--- config.mk ---
export PLATFORM = sky130hd
export DESIGN_NAME = vga_timing_flat
export DESIGN_NICKNAME = d
export VERILOG_FILES = /design/src/rtl/vga_pkg.sv /design/src/rtl/vga_if.sv /design/src/rtl/vga_timing.sv /design/src/flat_wrapper.sv
export SDC_FILE = /design/constraint.sdc
export NUM_CORES = 1
export LEC_CHECK = 0
export BUFFER_PORTS_ARGS = -buffer_cell sky130_fd_sc_hd__buf_2
export CORE_UTILIZATION = 40
export CTS_CLUSTER_DIAMETER = 100
export DETAILED_ROUTE_END_ITERATION = 7
export MAX_ROUTING_LAYER = met4
export PLACE_DENSITY = 0.59
export SLEW_MARGIN = 40
export SYNTH_ARGS = -nofsm -noshare
export SYNTH_HDL_FRONTEND = slang
export SYNTH_SLANG_ARGS = --single-unit
export TNS_END_PERCENT = 30
--- constraint.sdc ---
create_clock -name clk -period 3.1 [get_ports clk]
set_input_delay 0.465 -clock clk [delete_from_list [all_inputs] [get_ports clk]]
set_output_delay 0.465 -clock clk [all_outputs]
set_load 0.1 [all_outputs]
--- src/rtl/vga_pkg.sv ---
// Shared XGA 1024x768 timing constants, counter types and the sync/blank decode
// used by vga_timing and the vga_if bundle.
package vga_pkg;

  localparam int unsigned CNT_W = 11;
  localparam int unsigned RGB_W = 12;

  typedef logic [CNT_W-1:0] cnt_t;

  localparam int H_TOTAL_DEF = 1344;
  localparam int V_TOTAL_DEF = 806;

  localparam cnt_t HOR_PIXELS   = 11'd1024;
  localparam cnt_t VER_PIXELS   = 11'd768;
  localparam cnt_t H_SYNC_START = 11'd1048;
  localparam cnt_t H_SYNC_W     = 11'd136;
  localparam cnt_t V_SYNC_START = 11'd771;
  localparam cnt_t V_SYNC_W     = 11'd6;

  localparam cnt_t H_SYNC_END = H_SYNC_START + H_SYNC_W;
  localparam cnt_t V_SYNC_END = V_SYNC_START + V_SYNC_W;

  typedef struct packed {
    logic hsync;
    logic vsync;
    logic hblnk;
    logic vblnk;
  } vga_flags_t;

  // Active-high sync/blank flags for a given raster position.
  function automatic vga_flags_t vga_decode(input cnt_t h, input cnt_t v);
    vga_flags_t f;
    f.hblnk = (h >= HOR_PIXELS);
    f.vblnk = (v >= VER_PIXELS);
    f.hsync = (h >= H_SYNC_START) && (h < H_SYNC_END);
    f.vsync = (v >= V_SYNC_START) && (v < V_SYNC_END);
    return f;
  endfunction

endpackage

--- src/rtl/vga_if.sv ---
// Raster bundle carried from the timing generator to the paint stages:
// counters, active-high sync/blank flags and a 12-bit colour field.
interface vga_if;
  import vga_pkg::*;

  cnt_t             hcount;
  cnt_t             vcount;
  logic             hsync;
  logic             vsync;
  logic             hblnk;
  logic             vblnk;
  logic [RGB_W-1:0] rgb;

  modport out (output hcount, vcount, hsync, vsync, hblnk, vblnk, rgb);
  modport in  (input  hcount, vcount, hsync, vsync, hblnk, vblnk, rgb);

endinterface

--- src/rtl/vga_timing.sv ---
// Raster counter and sync/blank generator; steps one pixel per pix_en strobe.
// Optional frame counter output enabled by defining VGA_TIMING_FRAME_CNT_EN.
module vga_timing
  import vga_pkg::*;
#(
  parameter int H_TOTAL = H_TOTAL_DEF,
  parameter int V_TOTAL = V_TOTAL_DEF
) (
  input  logic       clk,
  input  logic       rst,
  input  logic       pix_en,
  vga_if.out         vga_out,
  output logic       frame_start
`ifdef VGA_TIMING_FRAME_CNT_EN
  ,
  output logic [7:0] frame_cnt
`endif
);

  if ((H_TOTAL < 1) || (H_TOTAL > 2047) || (V_TOTAL < 1) || (V_TOTAL > 2047)) begin : g_param_check
    $error("vga_timing: H_TOTAL/V_TOTAL must lie in 1..2047");
  end

  localparam cnt_t H_LAST = cnt_t'(H_TOTAL - 1);
  localparam cnt_t V_LAST = cnt_t'(V_TOTAL - 1);

  cnt_t       r_hcount;
  cnt_t       r_vcount;
  vga_flags_t r_flags;
  logic       r_frame_start;

  cnt_t       w_hnext;
  cnt_t       w_vnext;
  logic       w_hwrap;
  logic       w_origin;
  vga_flags_t w_flags;

  // Flags are decoded from the next position so they register together with
  // the counters they describe.
  always_comb begin
    w_hwrap = (r_hcount == H_LAST);
    w_hnext = w_hwrap ? '0 : r_hcount + cnt_t'(1);
    w_vnext = r_vcount;
    if (w_hwrap) begin
      w_vnext = (r_vcount == V_LAST) ? '0 : r_vcount + cnt_t'(1);
    end
    w_origin = (w_hnext == '0) && (w_vnext == '0);
    w_flags  = vga_decode(w_hnext, w_vnext);
  end

  always_ff @(posedge clk or negedge rst) begin
    if (!rst) begin
      r_hcount      <= '0;
      r_vcount      <= '0;
      r_flags       <= '0;
      r_frame_start <= 1'b0;
    end else begin
      r_frame_start <= 1'b0;
      if (pix_en) begin
        r_hcount      <= w_hnext;
        r_vcount      <= w_vnext;
        r_flags       <= w_flags;
        r_frame_start <= w_origin;
      end
    end
  end

`ifdef VGA_TIMING_FRAME_CNT_EN
  logic [7:0] r_frame_cnt;

  always_ff @(posedge clk or negedge rst) begin
    if (!rst) begin
      r_frame_cnt <= '0;
    end else if (pix_en && w_origin) begin
      r_frame_cnt <= r_frame_cnt + 8'd1;
    end
  end

  assign frame_cnt = r_frame_cnt;
`endif

  assign vga_out.hcount = r_hcount;
  assign vga_out.vcount = r_vcount;
  assign vga_out.hsync  = r_flags.hsync;
  assign vga_out.vsync  = r_flags.vsync;
  assign vga_out.hblnk  = r_flags.hblnk;
  assign vga_out.vblnk  = r_flags.vblnk;
  assign vga_out.rgb    = '0;
  assign frame_start    = r_frame_start;

endmodule

--- src/flat_wrapper.sv ---
// flat-port wrapper written by rule: the top's interface ports become plain ports
module vga_timing_flat import vga_pkg::*;
#(
  parameter int H_TOTAL = H_TOTAL_DEF,
  parameter int V_TOTAL = V_TOTAL_DEF
)
  (clk, rst, pix_en, frame_start, vga_out_hcount, vga_out_vcount, vga_out_hsync, vga_out_vsync, vga_out_hblnk, vga_out_vblnk, vga_out_rgb);
  vga_if vga_out_i ();
  input  logic clk;
  input  logic rst;
  input  logic pix_en;
  output logic frame_start;
  output wire logic [$bits(vga_out_i.hcount)-1:0] vga_out_hcount;
  output wire logic [$bits(vga_out_i.vcount)-1:0] vga_out_vcount;
  output wire logic [$bits(vga_out_i.hsync)-1:0] vga_out_hsync;
  output wire logic [$bits(vga_out_i.vsync)-1:0] vga_out_vsync;
  output wire logic [$bits(vga_out_i.hblnk)-1:0] vga_out_hblnk;
  output wire logic [$bits(vga_out_i.vblnk)-1:0] vga_out_vblnk;
  output wire logic [$bits(vga_out_i.rgb)-1:0] vga_out_rgb;
  assign vga_out_hcount = vga_out_i.hcount;
  assign vga_out_vcount = vga_out_i.vcount;
  assign vga_out_hsync = vga_out_i.hsync;
  assign vga_out_vsync = vga_out_i.vsync;
  assign vga_out_hblnk = vga_out_i.hblnk;
  assign vga_out_vblnk = vga_out_i.vblnk;
  assign vga_out_rgb = vga_out_i.rgb;
  vga_timing #(.H_TOTAL(H_TOTAL), .V_TOTAL(V_TOTAL)) u_core (.clk(clk), .rst(rst), .pix_en(pix_en), .vga_out(vga_out_i), .frame_start(frame_start));
endmodule
# After elaboration in Yosys (flattened, before gate mapping)
# Index checks and enable logic that the tools add are counted.
# Widths: inputs -> output; s select.
[op_classes]
n_reduce_logical = 5
order_cmp = 6
eq_ne = 2
mux = 4
n_shift = 0
add_sub_neg = 2
mul = 0
bitwise_logic = 0
div = 0
[op_table]
columns = ["op", "count"]
rows = [
  ["$mux 11", 3],
  ["$add 11x1->11 const B", 2],
  ["$ge 11x10->1 const B", 2],
  ["$ge 11x11->1 const B", 2],
  ["$logic_not 11->1", 2],
  ["$eq 11x10->1 const B", 1],
  ["$eq 11x11->1 const B", 1],
  ["$lt 11x10->1 const B", 1],
  ["$lt 11x11->1 const B", 1],
  ["$logic_and 1x1->1", 3],
  ["$mux 1", 1],
]
[totals]
memories = 0
word_cells = 26
ram_bits = 0
input_bits = 3
reg_bits = 27
rom_bits = 0
latchBits = 0

# Depth between registers and ports, before layout
# Gate-level depths: netlist of run 1.
[logic_depth]
word_depth = 6
mapped_depth = 9

# Least setup slack after synthesis of run 1
# No wires, ideal clock.
[synth_timing]
path_type = "register to register"
from = "register u_core.r_hcount[0] (netlist: u_core.vga_out.hcount[0])"
to = "register u_core.r_frame_start (netlist: u_core.frame_start)"
setup_ns = 0.096
t_arrival_ns = 3.259
path_slack_ns = -0.255
required_time_ns = 3.004
path_buffers = 0
stages_incl_launch_ff = 8
path_cell_list = "dfrtp_1 ha_1 nand4_1 o41ai_4 o41ai_2 or4b_1 or4_1 nor4_2"
[synth_between]
elab_chain_cells = 5
[synth_rtl]
columns = ["item", "line", "source"]
rows = [
  ["start: declaration", "vga_timing.sv:27", "cnt_t r_hcount;"],
  ["start signal: assignment", "vga_timing.sv:60", "r_hcount <= w_hnext;"],
  ["$add 11x1->11 / $eq 11x11->1 (equally long branches)", "vga_timing.sv:42, vga_timing.sv:41", ""],
  ["$mux 11 (on tied branches)", "vga_timing.sv:42, vga_timing.sv:44", ""],
  ["$logic_not 11->1", "vga_timing.sv:47", "w_origin = (w_hnext == '0) && (w_vnext == '0);"],
  ["$logic_and 1x1->1 (*)", "vga_timing.sv:47", ""],
  ["$mux 1 (*)", "vga_timing.sv:59", "if (pix_en) begin"],
  ["end signal: assignment", "vga_timing.sv:63", "r_frame_start <= w_origin;"],
  ["end: declaration", "vga_timing.sv:30", "logic r_frame_start;"],
]
# Mark *: on every way between the ends. The rest lies on a longest branch, timed or not.
# A chain may end at the register's enable or synchronous reset.

# Worst setup path after layout of run 1
# Ends and elaborated chain as after synthesis.

==> metrics.md, run 1 <==
| Metric | Value |
|---|---|
| Outcome | `finished clean` |
| Crit. End Element | `flop` |
| Req. time, crit path | `3290 ps` |
| DR vias | `1,814` |
| WS Path Type | `flop to flop` |
| Port bufs | `29` |
| Hold Crit Class | `primary input to asynchronous set/reset pin` |
| Critical Path Slowest Stage Cell | `or4b_1` |
| #FFs+latches synth | `27` |
| Routed WL | `4690 µm` |
| CTS Root Buffer Type | `clkbuf_8` |
| Post-synthesis simple-gate area fraction | `25.9%` |
| Cts repair resizes | `0` |
| Final setup skew | `4.96 ps` |
| Gate Count Post-Synth | `235` |
| CTS sink count | `27` |
| DR iter-0 viols | `131` |
| Row cnt | `25` |
| Final-report hold violation count | `0` |
| EDFF count, synth | `0` |
| Utilization after layout | `46.1%` |
| Post-CTS Repair Setup Buffers | `0` |
| CTS tree | `built` |
| Maxcap violations | `0` |
| Vias in the first global route | `~1,600` |
| Full die area | `5260 µm²` |
| Peak VDD IR | `0.448 mV` |
| Crit path largest cell delay | `530 ps` |
| Crit share post-route | `93.0%` |
| Seq/Total Area, Yosys | `34.0%` |
| Crit path cell chain | `ha_1 -> nand4_1 -> o41ai_4 -> o41ai_4 -> or4b_1 -> or4_1 -> nor4_2` |
| Minimum hold slack | `roughly 190 ps` |
| Max clock buf depth | `2` |
| Metal3 WL | `296 µm` |
| Syn Area/Cell | `8.46 µm²` |
| Asr flop ratio synth | `100%` |
| Top-level I/O count | `42` |
| RSZ-0062 raised after global routing | `no` |
| Synth cell types | `48` |
| Initial Utilization | `41.8%` |
| Commonest cells after routing, fill and taps aside | `29 x buf_2, 21 x nand2_1, 17 x nor2_1` |
| Clk Latency, worst-skew pair | `about 270 ps` |
| Synth Area in XOR/XNOR | `7.05%` |
| P&R area growth vs syn | `10.1%` |
| CP dominant cell by count | `o41ai_4` |
| Via density per instance | `5.65` |
| Largest family of logic cells by synthesized area | `simple AND/OR/NAND/NOR gates` |
| Cell area power density | `around 650 nW/µm²` |
| CTS Buf Count | `3` |
| Adder-Cell Fraction of Synth Area | `between 2 and 3%` |
| Share of cells above drive strength 1 | `21.3%` |
| N_diodes | `0` |
| GRT Util Overall | `roughly a fifth` |
| Setup crit start kind | `flop` |
| Fmax | `0.347 GHz` |
| Synth warn | `0` |
| Fillcell total | `slightly below 500` |
| Met2 routed WL | `1960 µm` |
| Complex-gate fraction of the synthesized area | `17.2%` |
| Mux contribution to synthesized area | `between 2 and 3%` |
| Largest net degree at the start of global routing | `28` |
| P_leak | `0.905 nW` |
| Most common cell after layout, fill and taps aside | `buf_2` |
| Cell area after synthesis | `slightly below 2000 µm²` |
| ANT nets after route | `0` |
| Final Total Pwr | `0.00143 W` |
| Worst-Margin Slew | `613 ps` |
| WL/cell | `14.6 µm` |
| Final max-slew violation count | `0` |
| Final setup vio count | `0` |
| Final RePlAce weighted congestion | `0.933` |
| Uppermost layer routed | `met4` |
| First-pass GRT wire length | `roughly 8000 µm` |
| Congestion Overflow GR | `0` |
| Setup TNS | `0 ps` |
| Post-layout minimum cycle time | `2880 ps` |
| # DRC | `0` |
| Initial antenna violation count | `0` |
| Layout Nets | `262` |
| H-tree Lvls | `1` |
| Half-perimeter wire length after placement | `3480 µm` |
| M1 wire length | `around 2400 µm` |
| Critical path data arrival time | `a little over 3000 ps` |
| Die width | `roughly 73 µm` |
| Reg clk slew, reported paths | `~100 ps` |
| Cts hold-fix bufs | `0` |
| Die Y | `72.5 µm` |
| Slew headroom | `about three fifths` |
| Peak fanout along the critical path | `8` |
| Main synth FF type | `dfrtp_1` |
| Drt first pass iters | `4` |
| Core box area | `4750 µm²` |
## cell usage after synthesis (4+ instances only)
master | count | area share, %
nor4_1 | 6 | 1.9
nand2_1 | 21 | 4.0
and2_1 | 4 | 1.3
nand3_1 | 10 | 2.5
xor2_1 | 4 | 1.8
a211oi_1 | 4 | 1.5
buf_4 | 12 | 4.5
o31ai_1 | 6 | 2.3
inv_1 | 9 | 1.7
xnor2_1 | 12 | 5.3
mux2i_1 | 4 | 2.0
nand4_1 | 10 | 3.1
nor3_1 | 5 | 1.3
o21ai_0 | 15 | 3.8
dfrtp_1 | 27 | 34
clkbuf_1 | 13 | 2.5
a21oi_1 | 7 | 1.8
ha_1 | 4 | 2.5
nor2_1 | 17 | 3.2
## where the power goes
group | internal [W] | switching, W | total [W]
sequential | 0.000401 | 0.0000769 | 0.000478
combinational | 0.000165 | 0.000581 | 0.000745
clock | 0.0000922 | 0.000115 | 0.000207
total | 0.000658 | 0.000772 | 0.00143
## routing by layer
layer	up-vias	GRT usage (%)
li1	871	-
met1	860	29.8
met2	75	29.2
met3	8	1.94
met4	0	6.10
met5	-	-
## cells by family (layout without fill, tap and decap cells)
kind of cell | Yosys count | after routing
AO/OA/AOI/OAI | 49 | 49
XOR/XNOR | 16 | 16
adder cells (fa/ha/maj) | 4 | 4
buffers and inverters | 39 | 47
flip-flops | 27 | 27
multiplexers | 5 | 5
other | 1 | 12
AND/OR/NAND/NOR | 94 | 94
## final cells by class
| cell class | count | area, µm² | share of cell area, % |
|---|---|---|---|
| Timing Repair Buffer | 34 | 183 | 8.34 |
| Sequential cell | 27 | 689 | 31.5 |
| Tap cell | 67 | 83.8 | 3.83 |
| Multi-Input combinational cell | 180 | 1150 | 52.7 |
| Inverter | 9 | 33.8 | 1.54 |
| Clock buffer | 4 | 45.0 | 2.06 |
## worst max-delay path: cells and delay by family (launching register included)
kind | cells | cell delay, ps
AND/OR/NAND/NOR | 4 | 1460
AO/OA/AOI/OAI | 2 | 660
adder cells (fa/ha/maj) | 1 | 260
flip-flops | 1 | 430
## flip-flops by register name (all words and copies together) (netlist names)
register / count
u_core.vga_out.hcount: 11
u_core.vga_out.vcount: 11
u_core.frame_start: 1
u_core.vga_out.hblnk: 1
u_core.vga_out.hsync: 1
u_core.vga_out.vblnk: 1
u_core.vga_out.vsync: 1
## final timing paths
path                                               start                  endpoint  slack [ps]  cells past startpoint
worst max register to register  u_core.vga_out.hcount[0]        u_core.frame_start         220                      7
max in group asynchronous                            rst  u_core.vga_out.hcount[6]        2470                      1
min in group clk                    u_core.vga_out.hblnk      u_core.vga_out.hblnk         480                      1
worst min-delay path                                 rst  u_core.vga_out.vcount[9]         190                      1
worst max-delay path            u_core.vga_out.hcount[0]        u_core.frame_start         220                      7
worst min register to register      u_core.vga_out.hblnk      u_core.vga_out.hblnk         480                      1
## per-stage QoR
stage               setup WS (ps)  cells  area (µm²)
floorplan                    7.95    246        2040
global placement              334    317        2130
detailed placement            249    317        2130
CTS                           238    321        2180
global route                 50.3    321        2190
finish                        216    321        2190
(Power assumes the default switching activity.)
==> run 2: changes to the inputs <==
- CTS_BUF_LIST: unset -> sky130_fd_sc_hd__clkbuf_16
==> metrics.md, run 2 (synthesis results as in run 1) <==
| Metric | Value |
|---|---|
| Critical path data arrival time | `roughly 3100 ps` |
| CTS Buf Count | `3` |
| Final setup vio count | `0` |
| Placed cell area | `2130 µm²` |
| GRT Util Overall | `between 20 and 25%` |
| Die Y | `72.5 µm` |
| Peak fanout along the critical path | `8` |
| Final Total Pwr | `between 0.0015 and 0.002 W` |
| Worst r2r path cells | `7` |
| Fin area | `2220 µm²` |
| Metal3 WL | `309 µm` |
| Post-CTS Repair Setup Buffers | `0` |
| Initial antenna violation count | `0` |
| Outcome | `finished clean` |
| RSZ-0062 raised after global routing | `no` |
| P_leak | `0.924 nW` |
| Peak VDD IR | `between 0.4 and 0.5 mV` |
| Psw | `0.000781 W` |
| Hold Crit Class | `primary input to asynchronous set/reset pin` |
| Setup TNS | `0 ps` |
| Final setup skew | `about 4.3 ps` |
| Max clock buf depth | `2` |
| Vias in the first global route | `about 1,600` |
| N_diodes | `0` |
| Uppermost layer routed | `met4` |
| Crit Reg-Reg Startpoint | `u_core.vga_out.hcount[0]` |
| Crit path to | `u_core.frame_start` |
| Req. time, crit path | `3270 ps` |
| Met2 routed WL | `just over 2000 µm` |
| Layout Nets | `~260` |
| Final-report hold violation count | `0` |
| CTS sink count | `27` |
| WL/cell | `14.7 µm` |
| Minimum hold slack | `209 ps` |
| Fmax | `around 0.35 GHz` |
| Crit path cell chain | `ha_1 -> nand4_1 -> o41ai_4 -> o41ai_4 -> or4b_1 -> or4_1 -> nor4_2` |
| Clk Latency, worst-skew pair | `260 ps` |
| Cell area power density | `~680 nW/µm²` |
| Initial Utilization | `41.8%` |
| Most common cell after layout, fill and taps aside | `buf_2` |
| CP dominant cell by count | `o41ai_4` |
| Full die area | `around 5300 µm²` |
| Cts repair resizes | `0` |
| CTS tree | `built` |
| Slew headroom | `around three fifths` |
| Port bufs | `29` |
| DR iter-0 viols | `141` |
| WS Path Type | `flop to flop` |
| Fillcell total | `486` |
| # DRC | `0` |
| Core box area | `4750 µm²` |
| Critical Path Slowest Stage Cell | `or4b_1` |
| Comb power frac | `between 40% and 50%` |
| Critical path startpoint | `u_core.vga_out.hcount[0]` |
| P&R area growth vs syn | `11.8%` |
| Clock power share | `19.5%` |
| CTS Root Buffer Type | `clkbuf_16` |
| Top Family by Delay on Critical Path | `simple AND/OR/NAND/NOR gates` |
| Setup crit start kind | `flop` |
| Cts hold-fix bufs | `0` |
| Crit share post-route | `93.1%` |
| Drt first pass iters | `4` |
| Reg clk slew, reported paths | `roughly 70 ps` |
| Congestion Overflow GR | `0` |
| Via density per instance | `5.68` |
| Row cnt | `25` |
| Worst-Margin Slew | `612 ps` |
| Final max-slew violation count | `0` |
| Top-level I/O count | `between 40 and 50` |
| Utilization after layout | `46.8%` |
| Routed WL | `4730 µm` |
| Worst path depth | `7` |
| Internal power | `0.000739 W` |
| ANT nets after route | `0` |
| Sw frac | `51.4%` |
| Post-layout minimum cycle time | `about 2900 ps` |
| Crit path largest cell delay | `around 530 ps` |
| Commonest cells after routing, fill and taps aside | `29 x buf_2, 21 x nand2_1, 17 x nor2_1` |
| Die width | `72.5 µm` |
| Maxcap violations | `0` |
| Sequential Power Share | `31.5%` |
| Final RePlAce weighted congestion | `0.933` |
| DR vias | `1,822` |
| M1 wire length | `approximately 2300 µm` |
| CP bufs+invs | `0` |
| Half-perimeter wire length after placement | `3480 µm` |
| Largest net degree at the start of global routing | `28` |
| FF-to-FF End | `u_core.frame_start` |
| Share of cells above drive strength 1 | `between 20% and 30%` |
| First-pass GRT wire length | `8160 µm` |
| H-tree Lvls | `1` |
| R2R Setup Slk | `210 ps` |
| Crit. End Element | `flop` |
==> run 2: cell types whose count changed in the layout (fill, tap and decap cells not counted), sizes merged <==
cell	previous run	this run
clkbuf	4	3
inv	9	10
==> run 2: per-layer routing <==
metal	track usage [%]	vias up
met5	-	-
met4	6.10	0
li1	-	876
met2	29.4	74
met3	1.94	9
met1	29.7	863
==> run 2: how the worst min path moves through the flow <==
stage                                endpoint  cells after the start
floorplan                  u_core.frame_start                      0
global placement         u_core.vga_out.hblnk                      1
detailed placement       u_core.vga_out.hblnk                      1
CTS                  u_core.vga_out.vcount[9]                      1
global route         u_core.vga_out.vcount[9]                      1
finish              u_core.vga_out.vcount[10]                      1
==> run 2: per-stage QoR <==
step	instances	setup slack, ps
global route	321	53.9
global placement	317	334
floorplan	246	7.95
detailed placement	317	249
CTS	321	240
finish	321	214
==> run 2: worst register-to-register path: cells and delay by family, from the launching register on <==
family / cells / cell delay [ps]
and+or+nand+nor: 4 / 1460
AOI/OAI and AO/OA: 2 / 660
DFF: 1 / 420
adders and majority gates: 1 / 260
==> run 2: cell type report <==
class	instances	area (µm²)	area share [%]
multi-input combinational	180	1150	51.9
sequential	27	689	31.0
timing repair buffer	34	183	8.22
tap	67	83.8	3.77
clock buffer	3	75.1	3.38
inverter	9	33.8	1.52
clock inverter	1	3.75	0.169
==> run 2: power groups by stage <==
stage          sequential, W  combinational (W)  clock [W]
2_1_floorplan       0.000770           0.000345          0
3_3_place_gp        0.000480           0.000745          0
3_5_place_dp        0.000483           0.000743          0
4_1_cts             0.000477           0.000744   0.000304
5_1_grt             0.000490           0.000786   0.000315
6_report            0.000478           0.000746   0.000296
==> run 3: changes to the inputs <==
- CORE_UTILIZATION: 40 -> 50
- PLACE_DENSITY: 0.59 -> 0.71
==> metrics.md, run 3 (synthesis results as in run 1) <==
| Metric | Value |
|---|---|
| Hold Crit Class | `primary input to asynchronous set/reset pin` |
| DR vias | `1,821` |
| Cts repair resizes | `0` |
| Routed WL | `4680 µm` |
| Most common cell after layout, fill and taps aside | `buf_2` |
| P_leak | `between 0.9 and 1 nW` |
| Drt first pass iters | `5` |
| Final RePlAce weighted congestion | `0.898` |
| Final worst setup slack | `about 280 ps` |
| H-tree Lvls | `1` |
| Cts hold-fix bufs | `0` |
| First-pass GRT wire length | `around 8000 µm` |
| Post-layout minimum cycle time | `roughly 2800 ps` |
| Half-perimeter wire length after placement | `~3400 µm` |
| CTS sink count | `27` |
| Req. time, crit path | `3270 ps` |
| Critical path data arrival time | `2990 ps` |
| Slew headroom | `58.6%` |
| Die width | `65.1 µm` |
| Top-level I/O count | `42` |
| N_diodes | `0` |
| Post-CTS Repair Setup Buffers | `0` |
| RSZ-0062 raised after global routing | `no` |
| Utilization after layout | `58.7%` |
| Final setup vio count | `0` |
| DR iter-0 viols | `148` |
| Setup TNS | `0 ps` |
| Vias in the first global route | `1,513` |
| Initial Utilization | `between 50% and 60%` |
| Outcome | `finished clean` |
| Die Y | `65.1 µm` |
| Setup crit start kind | `flop` |
| GRT Util Overall | `between 20% and 30%` |
| Clk Latency, worst-skew pair | `around 270 ps` |
| Cell area power density | `696 nW/µm²` |
| P&R area growth vs syn | `10.5%` |
| Worst-Margin Slew | `616 ps` |
| Layout Nets | `263` |
| Via density per instance | `between 6 and 7` |
| CTS Buf Count | `3` |
| Commonest cells after routing, fill and taps aside | `29 x buf_2, 21 x nand2_1, 17 x nor2_1` |
| Peak VDD IR | `0.701 mV` |
| WS Path Type | `flop to flop` |
| ANT nets after route | `0` |
| Final-report hold violation count | `0` |
| Initial antenna violation count | `0` |
| Reg clk slew, reported paths | `~70 ps` |
| # DRC | `0` |
| Congestion Overflow GR | `0` |
| CTS Root Buffer Type | `clkbuf_16` |
| Full die area | `4230 µm²` |
| Max clock buf depth | `2` |
| Peak fanout along the critical path | `8` |
| Maxcap violations | `0` |
| Port bufs | `29` |
| Final max-slew violation count | `0` |
| Share of cells above drive strength 1 | `22.0%` |
| Largest net degree at the start of global routing | `28` |
| WL/cell | `15.4 µm` |
| CTS tree | `built` |
| Crit. End Element | `flop` |
| Fmax | `around 0.35 GHz` |
| Crit share post-route | `between 90% and 100%` |
| Fillcell total | `~370` |
| Pre-CTS WS | `slightly below 300 ps` |
| Core box area | `roughly 3700 µm²` |
| Final setup skew | `between 4 and 5 ps` |
| Row cnt | `22` |
[run 3: final cells by class]
class | instances | area [µm²] | share of cell area, %
clock inverter | 1 | 5.00 | 0.228
tap | 48 | 60.1 | 2.73
timing repair buffer | 35 | 190 | 8.66
sequential | 27 | 689 | 31.4
multi-input combinational | 180 | 1140 | 52.1
inverter | 9 | 33.8 | 1.54
clock buffer | 3 | 75.1 | 3.42
[run 3: where the power goes]
group          total, W  switching, W  internal [W]
clock network  0.000301      0.000127      0.000174
registers      0.000485     0.0000832      0.000402
logic          0.000744      0.000580      0.000164
total           0.00153      0.000790      0.000740
[run 3: final timing paths]
check                      cells past startpoint                   endpoint  slack [ps]                startpoint
min in group clk                               2       u_core.vga_out.hsync         480      u_core.vga_out.hsync
max                                            7         u_core.frame_start         280  u_core.vga_out.hcount[0]
min reg2reg                                    2       u_core.vga_out.hsync         480      u_core.vga_out.hsync
max reg2reg                                    7         u_core.frame_start         280  u_core.vga_out.hcount[0]
min                                            1   u_core.vga_out.hcount[0]         200                       rst
max in group asynchronous                      1  u_core.vga_out.hcount[10]        2480                       rst
[run 3: layer usage]
layer	global-route usage [%]	up-vias	share of wire (%)
met5	-	-	0
met2	34.4	98	43
met4	6.25	0	0.96
met1	36.9	850	48
li1	-	867	-
met3	3.70	6	8.2
[run 3: per-stage QoR]
step / std cells / area [µm²] / hold WS, ps / total power [W]
finish: 303 / 2200 / 198 / 0.00153
global route: 303 / 2200 / 257 / 0.00160
CTS: 303 / 2200 / 228 / 0.00153
detailed placement: 299 / 2120 / 468 / 0.00123
global placement: 299 / 2120 / 460 / 0.00122
floorplan: 246 / 2040 / 169 / 0.00112
[run 3: worst max-delay path: stages (launching register included)]
cell	delay (ps)
dfrtp_2	410
ha_1	260
nand4_1	360
o41ai_4	450
o41ai_2	170
or4b_1	520
or4_1	420
nor4_2	140
